### src/rtl/multiword_add_sequencer.sv
// Multi-cycle WIDTH-bit adder: one shared 4-bit ripple slice per clock, LSB slice first,
// with valid/ready on both sides. Optional macro ADDSEQ_SUB_EN adds a `sub` port for a-b.
module multiword_add_sequencer #(
  parameter int WIDTH = 16
) (
  input  logic             clk,
  input  logic             rst_n,
  input  logic             in_valid,
  output logic             in_ready,
  input  logic [WIDTH-1:0] a,
  input  logic [WIDTH-1:0] b,
  input  logic             carry_in,
  input  logic             abort,
`ifdef ADDSEQ_SUB_EN
  input  logic             sub,
`endif
  output logic             out_valid,
  input  logic             out_ready,
  output logic [WIDTH-1:0] sum,
  output logic             carry_out,
  output logic             busy
);

  localparam int NSLICE = WIDTH / 4;
  localparam int IDXW   = (NSLICE > 1) ? $clog2(NSLICE) : 1;

  typedef enum logic [1:0] {IDLE, RUN, DONE} state_t;

  state_t           state_reg, state_next;
  logic [IDXW-1:0]  idx_reg;
  logic             carry_reg;
  logic [WIDTH-1:0] a_reg, b_reg, sum_reg;
  logic             cout_reg;

  logic [3:0]       a_slice [NSLICE];
  logic [3:0]       b_slice [NSLICE];
  logic [4:0]       slice_result;
  logic             last_slice;
  logic             accept;
  logic             run_step;
  logic [WIDTH-1:0] b_operand;
  logic             cin_operand;

  genvar gi;
  generate
    for (gi = 0; gi < NSLICE; gi++) begin : g_slice
      assign a_slice[gi] = a_reg[4*gi +: 4];
      assign b_slice[gi] = b_reg[4*gi +: 4];
    end
  endgenerate

  // The single shared 4-bit datapath.
  assign slice_result = {1'b0, a_slice[idx_reg]} + {1'b0, b_slice[idx_reg]} + {4'b0000, carry_reg};
  assign last_slice   = (idx_reg == IDXW'(NSLICE - 1));
  assign accept       = in_valid & in_ready;
  assign run_step     = (state_reg == RUN) & ~abort;

`ifdef ADDSEQ_SUB_EN
  // Subtraction as a + ~b + 1; carry_out=1 then means no borrow.
  assign b_operand   = sub ? ~b : b;
  assign cin_operand = sub | carry_in;
`else
  assign b_operand   = b;
  assign cin_operand = carry_in;
`endif

  always_ff @(posedge clk or negedge rst_n) begin
    if (!rst_n) begin
      state_reg <= IDLE;
    end else begin
      state_reg <= state_next;
    end
  end

  always_comb begin
    state_next = state_reg;
    case (state_reg)
      IDLE: if (accept) state_next = RUN;
      RUN: begin
        if (abort) begin
          state_next = IDLE;
        end else if (last_slice) begin
          state_next = DONE;
        end
      end
      DONE: begin
        if (out_ready) begin
          state_next = accept ? RUN : IDLE;
        end
      end
      default: state_next = IDLE;
    endcase
  end

  always_comb begin
    in_ready  = 1'b0;
    out_valid = 1'b0;
    busy      = 1'b0;
    case (state_reg)
      IDLE: in_ready = 1'b1;
      RUN:  busy = 1'b1;
      DONE: begin
        in_ready  = out_ready;
        out_valid = 1'b1;
        busy      = 1'b1;
      end
      default: in_ready = 1'b0;
    endcase
  end

  always_ff @(posedge clk or negedge rst_n) begin
    if (!rst_n) begin
      a_reg     <= '0;
      b_reg     <= '0;
      carry_reg <= 1'b0;
      idx_reg   <= '0;
      cout_reg  <= 1'b0;
    end else if (accept) begin
      a_reg     <= a;
      b_reg     <= b_operand;
      carry_reg <= cin_operand;
      idx_reg   <= '0;
    end else if (run_step) begin
      carry_reg <= slice_result[4];
      if (last_slice) begin
        cout_reg <= slice_result[4];
      end else begin
        idx_reg <= idx_reg + 1'b1;
      end
    end
  end

  always_ff @(posedge clk or negedge rst_n) begin
    if (!rst_n) begin
      sum_reg <= '0;
    end else if (run_step) begin
      for (int i = 0; i < NSLICE; i++) begin
        if (idx_reg == IDXW'(i)) begin
          sum_reg[4*i +: 4] <= slice_result[3:0];
        end
      end
    end
  end

  assign sum       = sum_reg;
  assign carry_out = cout_reg;

endmodule

### config.mk
export PLATFORM = sky130hd
export DESIGN_NAME = multiword_add_sequencer
export DESIGN_NICKNAME = d
export VERILOG_FILES = /design/src/rtl/multiword_add_sequencer.sv
export SDC_FILE = /design/constraint.sdc
export NUM_CORES = 1
export LEC_CHECK = 0
export ABC_AREA = 1
export CORE_MARGIN = 4
export CORE_UTILIZATION = 55
export DETAILED_ROUTE_END_ITERATION = 8
export HOLD_SLACK_MARGIN = 0.02
export PLACE_DENSITY = 0.9
export SLEW_MARGIN = 40
export SYNTH_ARGS = -nofsm -noshare
export SYNTH_HDL_FRONTEND = slang
export SYNTH_SLANG_ARGS = --single-unit
### constraint.sdc
create_clock -name clk -period 6.1 [get_ports clk]
set_input_delay 1.525 -clock clk [delete_from_list [all_inputs] [get_ports clk]]
set_output_delay 1.525 -clock clk [all_outputs]
set_load 0.02 [all_outputs]
**Word-level counts from Yosys, hierarchy flattened**

Index checks and enable logic that the tools add are counted.

- $add $sub $neg: 3
- Order comparisons: 1
- Equal/unequal tests: 9
- Mux-type cells: 20
- Bitwise gates (word level): 5
- Reduce and logical (&&, ||, !) cells: 11

Operator list:

| cell | count |
|---|---|
| binary-select mux 4 bit (select 2 bit) | 2 |
| two-way mux 4 bit | 4 |
| two-way mux 2 bit | 7 |
| AND reduction 2 bit | 5 |
| == test 2 bit, second input constant | 3 |
| one-hot mux 2 bit (3 select lines) | 1 |
| AND reduction 3 bit | 2 |
| adder 4 x 4 -> 5 bit | 1 |
| adder 5 x 1 -> 5 bit | 1 |
| two-way mux 1 bit | 5 |
| == test 2 x 1 -> 1 bit, second input constant | 2 |
| zero test 2 bit | 2 |
| inequality test 2 bit, second input constant | 2 |
| greater-or-equal comparator 3 bit, second input constant | 1 |
| inequality test 3 bit, second input constant | 1 |
| inverter 2 -> 3 bit | 1 |
| adder 2 x 1 -> 2 bit, second input constant | 1 |
| AND 1 bit | 2 |
| inequality test 2 x 1 -> 1 bit, second input constant | 1 |
| inverter 1 bit | 2 |
| one-hot mux 1 bit (2 select lines) | 1 |
| nonzero test 2 bit | 1 |
| OR reduction 2 bit | 1 |

- Bits in registers: 54
- Bits of input ports: 38

**Logic depth before layout (Yosys ltp)**

Gate-level depths: netlist of run 1.

- Word-level depth: 8
- Gate-level depth with buffers: 11

**Worst setup path before layout of run 1**

OpenSTA, ideal clock, no wires.

- Kind: input port to output port
- Start point: input port out_ready
- End point: output port in_ready
- Arrival: 1720 ps
- Required time: 4575 ps
- Path slack: 2855 ps
- Stages: 2
- Path through: nand2_1 nand2_4

- Word-level cells in the longest chain between the ends: 1

RTL lines:

| item | line | text |
|---|---|---|
| start, declared | 18 | `input logic out_ready,` |
| one-hot mux 1 bit (2 select lines) | 99 | `case (state_reg)` |
| end, declared | 9 | `output logic in_ready,` |

No other way between the ends.

**Worst setup path after layout of run 1**

Same ends and word-level chain as after synthesis.

==> run metrics, run 1 <==
most common cell in the netlist=nand2_1; outcome=finished clean; ys async rst share=1.00; # IOs=58; height of the die=approximately 80 microns; layout cells sized above 1=0.224; post-synthesis sequential area ratio=0.479; Setup crit end=in_ready; first-pass GRT wire length=9970 microns; Mapped Area=approximately 2800 sq um; maxcap violations=0; syn_nets=~370; Leakage Power=1.67 nW; top cells by area, synth=dfrtp_1 (48%), nand2_2 (14%), nand2_1 (10%), ha_1 (4.9%), o21ai_0 (3.5%); dpl cells=430; reg2reg end=sum[10]; CTS H-tree lvls=2; Max VDD drop=approximately 0.26 mV; Row Count=25; filler cell count=about 390; Hold Path Stages=2; clock sink count=between 50 and 60; post-layout util=0.714; number of flops mapped to enable cells by yosys=0; fin cells=roughly 440; Final period util=0.710; main flop type after synthesis=dfrtp_1; CP peak stage delay=just over 600 ps; RR Startpoint=idx_reg[0]; CP startpoint=out_ready; Arr. time, crit path=about 2800 ps; HPWL Detailed=roughly 4300 microns; clock buffer depth=2; post-route cell area=approximately 3500 sq um; post-CTS sizing=0; cts hold-fix bufs=0; final WL=between 5000 and 6000 microns; slowest cell on the critical path=clkdlybuf4s50_1; cell taking the most area after synthesis=dfrtp_1; GPL Wtd Cong=about 0.84; Initial Util=0.582; Worst Skew=~12 ps; Via density=approximately 5.1; Max Slew Vio Count=0; FF-to-FF path depth=9; hold_ws=489 ps; Ys Warns=0; top cells by count, synth=nand2_1 (77), nand2_2 (64), dfrtp_1 (54), nor2_1 (21), o21ai_0 (20); die outline width=approximately 80 microns; Data required, critical path=approximately 4600 ps; vias in the first global route=approximately 2,300; Final Worst Setup Slack=around 1800 ps; RSZ-0062 raised after global routing=no; post-CTS setup buffers=0; initial antenna violation count=0; crit-path most repeated cell=clkdlybuf4s50_1; GRT Total Usage=0.203; grt ovf=0; CP cell instances=clkdlybuf4s50_1 -> nand2_1 -> nand2_4 -> clkdlybuf4s50_1; cells after synthesis=approximately 310; ANT nets after route=0; PD cells=between 500 and 600 nW/um^2; Setup Viol. Count Final=0; clk root buf=clkbuf_8; WL/cell=between 10 and 15 microns; register bit total from synthesis=54; maximum clock frequency=about 230 MHz; synthesized area per cell=8.99 sq um; CTS Buf Count=5; Reg area=1350 sq um; I/O Buffers=57; Fin. Hold Viols=0; Vias=2,242; Slew Limit Headroom=0.562; pin count of the biggest net entering global routing=55; Crit Path Category=input pin to primary output; Clk Latency, worst-skew pair=between 300 and 400 ps; total power=1.81 mW; core region area=between 4000 and 5000 sq um; Antenna diodes=0; Worst-Margin Slew=between 600 and 700 ps; DRT Pass-1 Iters=4; crit end category=primary output; Layout area overhead=22.6%; Cell Area, Placed=about 3400 sq um; area of the multi-input gates=1290 sq um; final net count=~420; crit-path max FO=3; DRT iter0 DRCs=167; Synth top area share=0.479; flop-to-flop setup slack=~3400 ps; Setup TNS=0 ps; clk slew on worst S/H paths=~100 ps; Unique masters post-synth=25; DRC Markers=0; Worst setup SP type=input pin; CTS tree=built; Tmin final=4330 ps; HP Class=register to register; pre-CTS setup slack=roughly 1800 ps; DIE AREA=around 6300 sq um
-- cells in the final DEF (no fill, tap or decap) --
cell,n
o21ai_0,20
buf_4,1
nor2_1,21
inv_6,1
inv_1,12
nand2_1,77
inv_2,3
o21ai_1,11
clkinv_2,2
xor2_1,1
ha_1,11
dfrtp_1,54
nand2_4,1
o22a_1,2
a21oi_1,3
inv_8,1
o22ai_1,6
nand3_1,10
buf_2,1
nand2_2,64
nand2_8,1
nor2_2,1
fa_1,2
clkbuf_8,5
clkdlybuf4s50_1,56
nor2_4,2
clkinv_1,2
-- layout make-up --
type,instances,area share
Clock inverter,3,0.00542
Multi-Input combinational cell,233,0.373
Timing Repair Buffer,58,0.166
Sequential cell,54,0.390
Tap cell,67,0.0242
Clock buffer,5,0.0199
Inverter,18,0.0217
-- routing by layer --
layer / wire, microns / vias to the layer above / track usage / share of wire
met4: 74 / 0 / 0.0825 / 0.013
met1: 2320 / 1064 / 0.227 / 0.40
met3: 332 / 6 / 0.0440 / 0.057
met5: 0 / - / 0 / 0
met2: 3090 / 70 / 0.369 / 0.53
li1: - / 1102 / - / -
-- where the power goes --
part	internal, mW	switching [mW]	total (mW)
sequential	0.523	0.112	0.635
combinational	0.378	0.597	0.975
clock	0.0810	0.118	0.199
total	0.982	0.827	1.81
-- logic make-up (layout without fill, tap and decap cells) --
logic type	count (synthesis)	in the layout	share of synthesized area
AO/OA/AOI/OAI	42	42	0.0798
AND/OR/NAND/NOR	177	177	0.311
XOR/XNOR	1	1	0.00310
buffers and inverters	27	84	0.0643
flip-flops	54	54	0.479
adder cells (fa/ha/maj)	13	13	0.0629
-- worst max-delay path: cells and delay by family --
kind,cells,cell delay [ps]
simple gates,2,190
buf+inv,2,1090
-- worst min path at each step --
| stage | to | from |
|---|---|---|
| floorplan | a_reg[14] | a_reg[14] |
| detailed placement | sum[14] | sum[14] |
| global route | sum[7] | sum[7] |
| CTS | sum[14] | sum[14] |
| finish | sum[14] | sum[14] |
| global placement | sum[14] | sum[14] |
Note: power is estimated with default switching activity, not from simulation.
==> run 2: changes to the inputs <==
--- a/config.mk
+++ b/config.mk
@@ -7,10 +7,10 @@
 export LEC_CHECK = 0
 export ABC_AREA = 1
 export CORE_MARGIN = 4
-export CORE_UTILIZATION = 55
+export CORE_UTILIZATION = 51
 export DETAILED_ROUTE_END_ITERATION = 8
 export HOLD_SLACK_MARGIN = 0.02
-export PLACE_DENSITY = 0.9
+export PLACE_DENSITY = 0.85
 export SLEW_MARGIN = 40
 export SYNTH_ARGS = -nofsm -noshare
 export SYNTH_HDL_FRONTEND = slang
==> constraint.sdc (replaced) <==
create_clock -name clk -period 4.4 [get_ports clk]
set_input_delay 1.1 -clock clk [delete_from_list [all_inputs] [get_ports clk]]
set_output_delay 1.1 -clock clk [all_outputs]
set_load 0.02 [all_outputs]
==> run metrics, run 2 (same netlist as run 1, synthesis figures left out) <==
clock buffer depth=2; clk root buf=clkbuf_8; Int Pwr=around 1.4 mW; area of the multi-input gates=between 1000 and 1500 sq um; CP peak stage delay=610 ps; Arr. time, crit path=around 2400 ps; commonest non-fill, non-tap cells in the layout=nand2_1 (77), nand2_2 (64), clkdlybuf4s50_1 (56); pin count of the biggest net entering global routing=55; PD cells=between 700 and 800 nW/um^2; Hold Startpoint=sum[3]; Max VDD drop=~0.31 mV; switch share=0.456; CP cell instances=clkdlybuf4s50_1 -> nand2_1 -> nand2_4 -> clkdlybuf4s50_1; Data required, critical path=about 3300 ps; ANT nets after route=0; Slew Limit Headroom=0.555; layout cells sized above 1=0.224; FF-to-FF path depth=9; crit end category=primary output; cell family with most CP delay=buffers and inverters; DRT iter0 DRCs=between 100 and 150; Leakage Power=1.67 nW; outcome=finished clean; clk slew on worst S/H paths=100 ps; Tmin final=about 3500 ps; hold_ws=just under 500 ps; Clk pwr share=0.110; post-CTS sizing=0; HPWL Detailed=between 4000 and 5000 microns; CTS Buf Count=5; maximum clock frequency=about 290 MHz; Layout area overhead=22.8%; final WL=around 5500 microns; Max Slew Vio Count=0; Bufs and invs on worst path=2; maxcap violations=0; final net count=between 400 and 500; Comb pwr share=0.541; reg2reg end=sum[6]; Final period util=0.792; initial antenna violation count=0; RSZ-0062 raised after global routing=no; DRC Markers=0; core region area=5240 sq um; Net Sw Power=roughly 1.1 mW; flop-to-flop setup slack=between 1500 and 2000 ps; Antenna diodes=0; CTS H-tree lvls=2; die outline width=82.4 microns; Crit Path Category=input pin to primary output; Setup Viol. Count Final=0; crit-path most repeated cell=clkdlybuf4s50_1; Hold Path Stages=2; CTS tree=built; commonest non-fill, non-tap cell in the layout=nand2_1; Hold EP=sum[3]; fin cells=between 400 and 500; crit-path max FO=3; filler cell count=approximately 440; cts hold-fix bufs=0; DIE AREA=between 6000 and 7000 sq um; Worst setup SP type=input pin; WL/cell=approximately 13 microns; Clk Latency, worst-skew pair=between 300 and 400 ps; GRT Total Usage=0.181; Setup TNS=0 ps; vias in the first global route=between 2,000 and 2,500; Worst Skew=roughly 5.2 ps; dpl cells=between 400 and 500; grt ovf=0; slowest cell on the critical path=clkdlybuf4s50_1; clock sink count=54; first-pass GRT wire length=about 9500 microns; RR Startpoint=idx_reg[0]; # IOs=58; Reg area=~1400 sq um; height of the die=82.4 microns; Via density=approximately 5.0; Fin. Hold Viols=0; power share of the sequential group=0.348; GPL Wtd Cong=around 0.84; HP Class=register to register; Worst-Margin Slew=about 670 ps; DRT Pass-1 Iters=5; Initial Util=0.539; post-CTS setup buffers=0; Vias=2,224; I/O Buffers=between 50 and 60; Row Count=26
[run 2: cell count changes in the layout (fill, tap and decap cells not counted)]
cell,delta
clkinvlp_4,+1
inv_6,-1
clkinv_4,+1
clkinv_2,-1
[run 2: per-stage QoR]
step | total power, mW | area [sq um] | util | setup slack, ps
after global placement | 2.19 | 3380 | 0.645 | 947
after CTS | 2.53 | 3470 | 0.662 | 913
final | 2.52 | 3470 | 0.662 | 917
after floorplan | 1.84 | 2820 | - | 2000
after detailed placement | 2.25 | 3380 | 0.645 | 913
after global routing | 2.74 | 3470 | 0.662 | 875
[run 2: layer usage]
layer | global-route usage | part of all wire
met1 | 0.233 | 0.44
met2 | 0.314 | 0.49
met3 | 0.0390 | 0.055
met4 | 0.0349 | 0.0076
met5 | 0 | 0
[run 2: how the worst max path moves through the flow]
stage | from | to | slack [ps] | depth (start not counted)
after floorplan | out_ready | in_ready | 2000 | 2
after global placement | out_ready | in_ready | 950 | 4
after detailed placement | out_ready | in_ready | 910 | 4
after CTS | out_ready | in_ready | 910 | 4
after global routing | out_ready | in_ready | 880 | 4
final | out_ready | in_ready | 920 | 4
[run 2: layout make-up]
class,count,share of cell area
sequential,54,0.390
multi-input combinational,233,0.372
timing repair buffer,58,0.165
clock inverter,3,0.00613
tap,70,0.0253
clock buffer,5,0.0198
inverter,18,0.0217
[run 2: power by group through the flow]
stage	Combinational [mW]	Sequential, mW	Clock (mW)
global route	1.53	0.907	0.303
detailed placement	1.36	0.887	0
global placement	1.31	0.876	0
finish	1.36	0.876	0.278
CTS	1.37	0.878	0.282
floorplan	0.920	0.921	0
[run 2: worst register-to-register path, stage by stage, from the launching register on]
cell     delay (ps)
dfrtp_1         740
inv_2           300
o21ai_0         260
o22a_1          170
fa_1            160
inv_1            60
fa_1            410
xor2_1          370
nand2_1         100
nand2_1          70
==> run 3: changes to the inputs <==
==> constraint.sdc (replaced) <==
create_clock -name clk -period 3.26 [get_ports clk]
set_input_delay 0.815 -clock clk [delete_from_list [all_inputs] [get_ports clk]]
set_output_delay 0.815 -clock clk [all_outputs]
set_load 0.02 [all_outputs]
==> run metrics, run 3 (same netlist as run 1, synthesis figures left out) <==
outcome=finished clean; Worst setup SP type=input pin; Initial Util=0.539; commonest non-fill, non-tap cells in the layout=nand2_1 (77), nand2_2 (64), clkdlybuf4s50_1 (56); Arr. time, crit path=~2100 ps; CTS Buf Count=5; layout cells sized above 1=0.226; Setup TNS=0 ps; pre-CTS setup slack=approximately 330 ps; DRC Markers=0; Vias=between 2,000 and 2,500; maximum clock frequency=~340 MHz; FF-to-FF path depth=9; crit-path most repeated cell=clkdlybuf4s50_1; DRT Pass-1 Iters=4; maxcap violations=0; Hold Startpoint=sum[3]; Via density=roughly 5.1; GRT Total Usage=0.196; RSZ-0062 raised after global routing=no; Fin. Hold Viols=0; clk slew on worst S/H paths=roughly 90 ps; GPL Wtd Cong=just under 0.9; CP peak stage delay=around 610 ps; Worst Skew=approximately 6.3 ps; # IOs=58; vias in the first global route=between 2,000 and 2,500; grt ovf=0; Final period util=0.896; Setup Viol. Count Final=0; post-CTS setup buffers=0; Layout area overhead=25.0%; clk root buf=clkbuf_8; clock buffer depth=2; die outline width=approximately 82 microns; Leakage Power=about 1.7 nW; flop-to-flop setup slack=about 730 ps; Data required, critical path=~2400 ps; CTS tree=built; PD cells=between 1000 and 1500 nW/um^2; clock sink count=54; I/O Buffers=57; initial antenna violation count=0; Slew Limit Headroom=0.600; crit end category=primary output; post-CTS sizing=0; DRT iter0 DRCs=170; core region area=between 5000 and 6000 sq um; cts hold-fix bufs=0; commonest non-fill, non-tap cell in the layout=nand2_1; Max Slew Vio Count=0; Worst-Margin Slew=between 600 and 700 ps; Antenna diodes=0; reg2reg end=sum[14]; Hold Path Stages=2; final net count=422; Final Worst Setup Slack=about 340 ps; pin count of the biggest net entering global routing=38; Max VDD drop=0.448 mV; DIE AREA=just under 7000 sq um; RR Startpoint=idx_reg[1]; Clk Latency, worst-skew pair=about 310 ps; HPWL Detailed=between 4000 and 5000 microns; ANT nets after route=0; CTS H-tree lvls=2; HP Class=register to register; height of the die=just over 80 microns; CP cell instances=clkdlybuf4s50_1 -> nand2_1 -> nand2_4 -> clkdlybuf4s50_1; final WL=5990 microns; Hold EP=sum[3]; Tmin final=about 2900 ps; slowest cell on the critical path=clkdlybuf4s50_1; WL/cell=13.5 microns; first-pass GRT wire length=about 10,000 microns; Row Count=26; Crit Path Category=input pin to primary output; crit-path max FO=3
[run 3: worst max-delay path by stage]
stage / from / to / slack (ps) / cells past startpoint
after global placement: out_ready / in_ready / 380 / 4
after CTS: out_ready / in_ready / 330 / 4
final: out_ready / in_ready / 340 / 4
after global routing: out_ready / in_ready / 310 / 4
after detailed placement: out_ready / in_ready / 330 / 4
after floorplan: idx_reg[1] / sum[13] / 1140 / 9
[run 3: cell type report]
cell class / count / area (sq um)
Inverter: 18 / 75.1
Fill cell: 433 / 1710
Sequential cell: 54 / 1350
Clock buffer: 6 / 82.6
Clock inverter: 2 / 60.1
Timing Repair Buffer: 59 / 581
Tap cell: 70 / 87.6
Multi-Input combinational cell: 233 / 1290
[run 3: where the power goes]
part,internal (mW),total [mW],leakage [nW],switching (mW)
logic,0.716,1.88,0.953,1.16
registers,0.979,1.17,0.678,0.194
clock network,0.327,0.541,0.0714,0.214
[run 3: per-stage QoR]
stage	util	cell area, sq um	std cells	hold WS (ps)	total power [mW]
floorplan	-	2820	314	450	2.49
global placement	0.646	3380	434	463	2.95
detailed placement	0.646	3380	434	466	3.04
CTS	0.673	3530	442	489	3.61
global route	0.673	3530	442	515	3.89
finish	0.673	3530	442	493	3.59
[run 3: metal layers]
metal | global-route usage | part of all wire | vias up
met2 | 0.334 | 0.51 | 74
met1 | 0.246 | 0.40 | 1062
li1 | - | - | 1110
met3 | 0.0347 | 0.065 | 11
met5 | 0 | 0 | -
met4 | 0.0731 | 0.020 | 0
[run 3: worst max-delay path, delay by kind of cell]
family / cells / cell delay [ps]
simple gates: 2 / 200
buf+inv: 2 / 1090
